--- src/rtl/sr_bank_pkg.sv ---
`default_nettype none
// ============================================================================
//  Module      : sr_bank_pkg
//  Description : Shared mode encodings and next-state helper for the SR bank.
//  Revision    : 1.0 - initial release
// ============================================================================
package sr_bank_pkg;

  // Response of a channel to a simultaneous set and reset request
  localparam int SRB_HOLD    = 0;
  localparam int SRB_SET_DOM = 1;
  localparam int SRB_RST_DOM = 2;
  localparam int SRB_TOGGLE  = 3;

  // Next state of one SR bit; unknown modes fall back to hold
  function automatic logic srb_next(input logic q, input logic s,
                                    input logic r, input int mode);
    logic nq;
    nq = q;
    case ({s, r})
      2'b10: nq = 1'b1;
      2'b01: nq = 1'b0;
      2'b11: begin
        case (mode)
          SRB_SET_DOM: nq = 1'b1;
          SRB_RST_DOM: nq = 1'b0;
          SRB_TOGGLE:  nq = ~q;
          default:     nq = q;
        endcase
      end
      default: nq = q;
    endcase
    return nq;
  endfunction

endpackage
`default_nettype wire

--- src/rtl/sr_ff_bank_if.sv ---
`default_nettype none
// ============================================================================
//  Module      : sr_ff_bank_if
//  Description : Request/status bundle between a controller and the SR bank.
//  Revision    : 1.0 - initial release
// ============================================================================
interface sr_ff_bank_if #(
  parameter int WIDTH = 8,
  parameter int CNT_W = 8
);
  logic             en;
  logic [WIDTH-1:0] S;
  logic [WIDTH-1:0] R;
  logic             clr_conflict;
  logic [WIDTH-1:0] Q;
  logic [WIDTH-1:0] Q_n;
  logic [WIDTH-1:0] rise;
  logic [WIDTH-1:0] fall;
  logic [WIDTH-1:0] conflict;
  logic [CNT_W-1:0] conflict_cnt;

  modport master (
    output en, S, R, clr_conflict,
    input  Q, Q_n, rise, fall, conflict, conflict_cnt
  );

  modport slave (
    input  en, S, R, clr_conflict,
    output Q, Q_n, rise, fall, conflict, conflict_cnt
  );
endinterface
`default_nettype wire

--- src/rtl/sr_cell.sv ---
`default_nettype none
// ============================================================================
//  Module      : sr_cell
//  Description : One clocked SR storage bit with edge pulses and a sticky
//                conflict flag.
//  Revision    : 1.0 - initial release
// ============================================================================
module sr_cell
  import sr_bank_pkg::*;
#(
  parameter int   MODE    = SRB_HOLD,
  parameter logic RST_VAL = 1'b0
) (
  input  wire  clk,
  input  wire  rst_n,
  input  wire  en,
  input  wire  s,
  input  wire  r,
  input  wire  clr,
  output logic q,
  output logic rise,
  output logic fall,
  output logic conflict,
  output logic hit
);

  logic w_next;

  // Conflict this cycle; only counted while the bank is enabled
  assign hit    = en & s & r;
  assign w_next = en ? srb_next(q, s, r, MODE) : q;

  // State, edge pulses and sticky flag; a same-cycle conflict beats the clear
  always_ff @(posedge clk or negedge rst_n) begin
    if (!rst_n) begin
      q        <= RST_VAL;
      rise     <= 1'b0;
      fall     <= 1'b0;
      conflict <= 1'b0;
    end else begin
      q        <= w_next;
      rise     <= w_next & ~q;
      fall     <= ~w_next & q;
      conflict <= hit | (conflict & ~clr);
    end
  end

endmodule
`default_nettype wire

--- src/rtl/sr_ff_bank.sv ---
`default_nettype none
// ============================================================================
//  Module      : sr_ff_bank
//  Description : WIDTH-channel clocked SR register bank with edge pulses,
//                sticky conflict flags and a saturating conflict counter.
//  Revision    : 1.0 - initial release
// ============================================================================
module sr_ff_bank
  import sr_bank_pkg::*;
#(
  parameter int               WIDTH   = 8,
  parameter int               MODE    = SRB_HOLD,
  parameter logic [WIDTH-1:0] RST_VAL = {WIDTH{1'b0}},
  parameter int               CNT_W   = 8
) (
  input wire         clk,
  input wire         rst_n,
  sr_ff_bank_if.slave bus
);

  localparam logic [CNT_W-1:0] c_cnt_max = {CNT_W{1'b1}};
  localparam logic [CNT_W-1:0] c_cnt_one = CNT_W'(1);

  logic [WIDTH-1:0] w_q;
  logic [WIDTH-1:0] w_rise;
  logic [WIDTH-1:0] w_fall;
  logic [WIDTH-1:0] w_conf;
  logic [WIDTH-1:0] w_hit;
  logic             w_any;
  logic [CNT_W-1:0] r_cnt;

  generate
    for (genvar i = 0; i < WIDTH; i++) begin : g_cell
      sr_cell #(
        .MODE    (MODE),
        .RST_VAL (RST_VAL[i])
      ) u_cell (
        .clk      (clk),
        .rst_n    (rst_n),
        .en       (bus.en),
        .s        (bus.S[i]),
        .r        (bus.R[i]),
        .clr      (bus.clr_conflict),
        .q        (w_q[i]),
        .rise     (w_rise[i]),
        .fall     (w_fall[i]),
        .conflict (w_conf[i]),
        .hit      (w_hit[i])
      );
    end
  endgenerate

  // One event per cycle regardless of how many channels conflict
  assign w_any = |w_hit;

  // Saturating event counter; a conflict in the clearing cycle restarts at 1
  always_ff @(posedge clk or negedge rst_n) begin
    if (!rst_n) begin
      r_cnt <= '0;
    end else if (bus.clr_conflict) begin
      r_cnt <= w_any ? c_cnt_one : '0;
    end else if (w_any && (r_cnt != c_cnt_max)) begin
      r_cnt <= r_cnt + c_cnt_one;
    end
  end

  assign bus.Q            = w_q;
  assign bus.Q_n          = ~w_q;
  assign bus.rise         = w_rise;
  assign bus.fall         = w_fall;
  assign bus.conflict     = w_conf;
  assign bus.conflict_cnt = r_cnt;

endmodule
`default_nettype wire

--- src/flat_wrapper.sv ---
// flat-port wrapper written by rule: the top's interface ports become plain ports
module sr_ff_bank_flat import sr_bank_pkg::*;
#(
  parameter int               WIDTH   = 8,
  parameter int               MODE    = SRB_HOLD,
  parameter logic [WIDTH-1:0] RST_VAL = {WIDTH{1'b0}},
  parameter int               CNT_W   = 8
)
  (clk, rst_n, bus_en, bus_S, bus_R, bus_clr_conflict, bus_Q, bus_Q_n, bus_rise, bus_fall, bus_conflict, bus_conflict_cnt);
  sr_ff_bank_if #(.WIDTH(WIDTH), .CNT_W(CNT_W)) bus_i ();
  input wire clk;
  input wire rst_n;
  input wire logic [$bits(bus_i.en)-1:0] bus_en;
  input wire logic [$bits(bus_i.S)-1:0] bus_S;
  input wire logic [$bits(bus_i.R)-1:0] bus_R;
  input wire logic [$bits(bus_i.clr_conflict)-1:0] bus_clr_conflict;
  output wire logic [$bits(bus_i.Q)-1:0] bus_Q;
  output wire logic [$bits(bus_i.Q_n)-1:0] bus_Q_n;
  output wire logic [$bits(bus_i.rise)-1:0] bus_rise;
  output wire logic [$bits(bus_i.fall)-1:0] bus_fall;
  output wire logic [$bits(bus_i.conflict)-1:0] bus_conflict;
  output wire logic [$bits(bus_i.conflict_cnt)-1:0] bus_conflict_cnt;
  assign bus_i.en = bus_en;
  assign bus_i.S = bus_S;
  assign bus_i.R = bus_R;
  assign bus_i.clr_conflict = bus_clr_conflict;
  assign bus_Q = bus_i.Q;
  assign bus_Q_n = bus_i.Q_n;
  assign bus_rise = bus_i.rise;
  assign bus_fall = bus_i.fall;
  assign bus_conflict = bus_i.conflict;
  assign bus_conflict_cnt = bus_i.conflict_cnt;
  sr_ff_bank #(.WIDTH(WIDTH), .MODE(MODE), .RST_VAL(RST_VAL), .CNT_W(CNT_W)) u_core (.clk(clk), .rst_n(rst_n), .bus(bus_i));
endmodule
--- config.mk ---
export PLATFORM = sky130hd
export DESIGN_NAME = sr_ff_bank_flat
export DESIGN_NICKNAME = d
export VERILOG_FILES = /design/src/rtl/sr_bank_pkg.sv /design/src/rtl/sr_ff_bank_if.sv /design/src/rtl/sr_cell.sv /design/src/rtl/sr_ff_bank.sv /design/src/flat_wrapper.sv
export SDC_FILE = /design/constraint.sdc
export NUM_CORES = 1
export LEC_CHECK = 0
export CAP_MARGIN = 40
export CORE_UTILIZATION = 40
export CTS_BUF_LIST = sky130_fd_sc_hd__clkbuf_8 sky130_fd_sc_hd__clkbuf_16
export DETAILED_ROUTE_END_ITERATION = 10
export PLACE_DENSITY_LB_ADDON = 0.08
export SYNTH_ARGS = -nofsm -noshare
export SYNTH_HDL_FRONTEND = slang
export SYNTH_SLANG_ARGS = --single-unit
export TNS_END_PERCENT = 1
--- constraint.sdc ---
create_clock -name clk -period 2.1 [get_ports clk]
set_input_delay 0.21 -clock clk [delete_from_list [all_inputs] [get_ports clk]]
set_output_delay 0.21 -clock clk [all_outputs]
set_load 0.05 [all_outputs]
==> metrics.md <==
| Metric | Value |
|---|---|
| Post-synth top area share | `slightly below 50%` |
| Per-cell routed wire length | `13.69 um` |
| Synthesized netlist cell count | `between 150 and 200` |
| Core Box Area | `around 0.0048 sq mm` |
| Synth area leaders | `dfrtp_1 49%, buf_4 12%, ha_1 5.6%` |
| Worst slew pin tran | `~0.52 ns` |
| #FFs+latches synth | `40` |
| Critical Path RT | `between 1.5 and 2 ns` |
| Post-Syn Nets | `roughly 210` |
| CTS Buffer Depth | `2` |
| Crit-path max cell delay | `around 0.86 ns` |
| Final hold violations | `0` |
| Post-synth EDFFs | `0` |
| # nets final | `254` |
| Number of global-route vias before repair | `around 1400` |
| Initial antenna violation count | `0` |
| Setup bufs post-CTS | `0` |
| Setup Skew | `0.004357 ns` |
| Global-route wire length before repair | `between 6 and 7 mm` |
| Place WS | `around 0.16 ns` |
| Yosys warns | `0` |
| Num CTS Buffers | `5` |
| Status | `complete, no violations` |
| Fin cells | `~300` |
| DPL Wire Length | `roughly 3 mm` |
| Die Height | `73.21 um` |
| Crit Path Max Fanout | `8` |
| Initial drt markers | `55` |
| Syn avg cell area | `between 10 and 15 sq um` |
| Yosys cell types | `33` |
| Most area-hungry cell type in the Yosys netlist | `dfrtp_1` |
| Register area share after synthesis | `49.35%` |
| # clock sinks | `40` |
| Max-cap violations | `0` |
| # hold bufs at CTS | `1` |
| Final worst slack | `~0.27 ns` |
| Die X | `around 73 um` |
| Placed cell count | `about 280` |
| CP arrival | `between 1.5 and 2 ns` |
| Fmax | `between 500 and 600 MHz` |
| Crit-path cells | `clkdlybuf4s50_1` |
| RSZ-0062 raised after global routing | `false` |
| Root Buffer | `clkbuf_8` |
| Vias | `roughly 1400` |
| Later-pin clock latency in the skew report | `0.29 ns` |
| Placement row count | `25` |
| Total track usage | `roughly 16%` |
| Die area | `approximately 0.0054 sq mm` |
| Top-count cell post-synth | `dfrtp_1` |
| Final ANT Viol Nets | `0` |
| Asr flop ratio synth | `100.0%` |
| Clock slew at reported path FFs | `roughly 0.080 ns` |
| Top post-synthesis cells by count | `40 x dfrtp_1, 32 x buf_4, 18 x inv_1` |
| Share of layout cells above drive strength 1 | `10.62%` |
| Cts repair resizes | `0` |
| Max transition margin | `about two thirds` |
| Top Ports | `68` |
| Mapped Area | `0.002028 sq mm` |
| Tmin final | `1.831 ns` |
| Area Growth Syn to Fin | `32.39%` |
| Max Slew Vio Count | `0` |
| Diodes inserted | `0` |
| CP Class | `flop to output port` |
| Drt drc | `0` |
| Crit end category | `output port` |
| Crit share post-route | `just under 90%` |
| Largest net degree at the start of global routing | `25` |
| PwrDens | `roughly 840 mW/mm^2` |
| Final WL | `between 4 and 5 mm` |
| GPL Wtd Cong | `0.8432` |
| Drt pass-1 iters | `4` |
| Tightest Hold Check Type | `input port to asynchronous set/reset pin` |
| Final Setup Violations | `0` |
| Max VDD drop | `around 0.45 mV` |
| Worst path slowest cell | `clkdlybuf4s50_1` |
| Htree depth | `2` |
| Cell family contributing the most delay on the critical path | `buffers and inverters` |
| CP Launch Type | `flop` |
| Lkg Pwr | `about 1.2 nW` |
| Initial Utilization | `between 40% and 50%` |
| TritonCTS clock tree | `built` |
| Primary FF master, synth | `dfrtp_1` |
| Total grt overflow | `0` |
| Worst Path Buf+Inv | `1` |
| Final setup TNS | `0 ns` |
| Routed vias/inst | `approximately 4.9` |
| Port bufs | `67` |
==> routing by layer <==
| layer | up-vias | track usage (%) | share of wire, % |
|---|---|---|---|
| li1 | 693 | - | - |
| met3 | 2 | 4.558 | 5.6 |
| met1 | 703 | 18.91 | 44 |
| met2 | 41 | 28.70 | 50 |
| met5 | - | 0 | 0 |
| met4 | 0 | 5.447 | 0.62 |
==> final timing paths <==
check                                                 start                                to  slack, ns  cells past startpoint
min in group clk           u_core.g_cell[6].u_cell.conflict  u_core.g_cell[6].u_cell.conflict       0.49                      1
min reg2reg                u_core.g_cell[6].u_cell.conflict  u_core.g_cell[6].u_cell.conflict       0.49                      1
min                                                   rst_n      u_core.g_cell[3].u_cell.fall       0.38                      2
max reg2reg                      u_core.bus.conflict_cnt[4]        u_core.bus.conflict_cnt[3]       0.37                      5
max                              u_core.bus.conflict_cnt[2]               bus_conflict_cnt[2]       0.27                      1
max in group asynchronous                             rst_n  u_core.g_cell[7].u_cell.conflict       1.25                      3
==> through the flow <==
stage	instance area, sq um	util, %	hold slack, ns	power [W]
2_1_floorplan	2028	-	-0.08559	0.001409
3_3_place_gp	2529	52.84	0.3786	0.001586
3_5_place_dp	2549	53.25	0.1596	0.001604
4_1_cts	2685	56.10	0.3856	0.002293
5_1_grt	2685	56.10	0.4238	0.002361
6_report	2685	56.10	0.3769	0.002266
==> where the power goes <==
part           internal (W)  leakage (nW)  switching, W
registers          0.000832         0.535     0.0000415
logic              0.000253         0.618      0.000461
clock network      0.000419        0.0645      0.000259
total               0.00150          1.22      0.000761
==> sequential cells by signal (all words and copies together), names as in the netlist <==
signal                         cells
u_core.g_cell.u_cell.rise          8
u_core.bus.conflict_cnt            8
u_core.g_cell.u_cell.fall          8
u_core.g_cell.u_cell.q             8
u_core.g_cell.u_cell.conflict      8
==> cells in the final DEF (no fill, tap or decap), types with 2 or more instances in the layout <==
cell and instances:
nor2b_1 5, nor3b_1 5, nor3_1 3, and3_1 7
a22oi_1 4, nor2_1 2, clkbuf_8 7, inv_1 18
dfrtp_1 40, o31ai_1 4, a32o_1 8, ha_1 9
and2_1 3, mux2_2 8, buf_4 2, nand2b_1 3
clkdlybuf4s50_1 66, nand2_1 6, a21oi_1 4, or4_1 3
nand3_1 4
==> layout make-up <==
| type | count | area (sq um) |
|---|---|---|
| Fill cell | 416 | 2101 |
| Sequential cell | 40 | 1001 |
| Timing Repair Buffer | 71 | 710.7 |
| Multi-Input combinational cell | 89 | 695.7 |
| Clock buffer | 7 | 96.34 |
| Tap cell | 67 | 83.83 |
| Inverter | 18 | 67.56 |
| Clock inverter | 1 | 30.03 |
==> logic make-up after synthesis <==
| kind of cell | after synthesis | share of synthesized area [%] |
|---|---|---|
| AO/OA/AOI/OAI | 25 | 9.932 |
| adder cells (fa/ha/maj) | 9 | 5.552 |
| buffers and inverters | 54 | 16.35 |
| flip-flops | 40 | 49.35 |
| multiplexers | 9 | 4.935 |
| AND/OR/NAND/NOR | 46 | 13.88 |
Power figures use the tool's default switching activity.
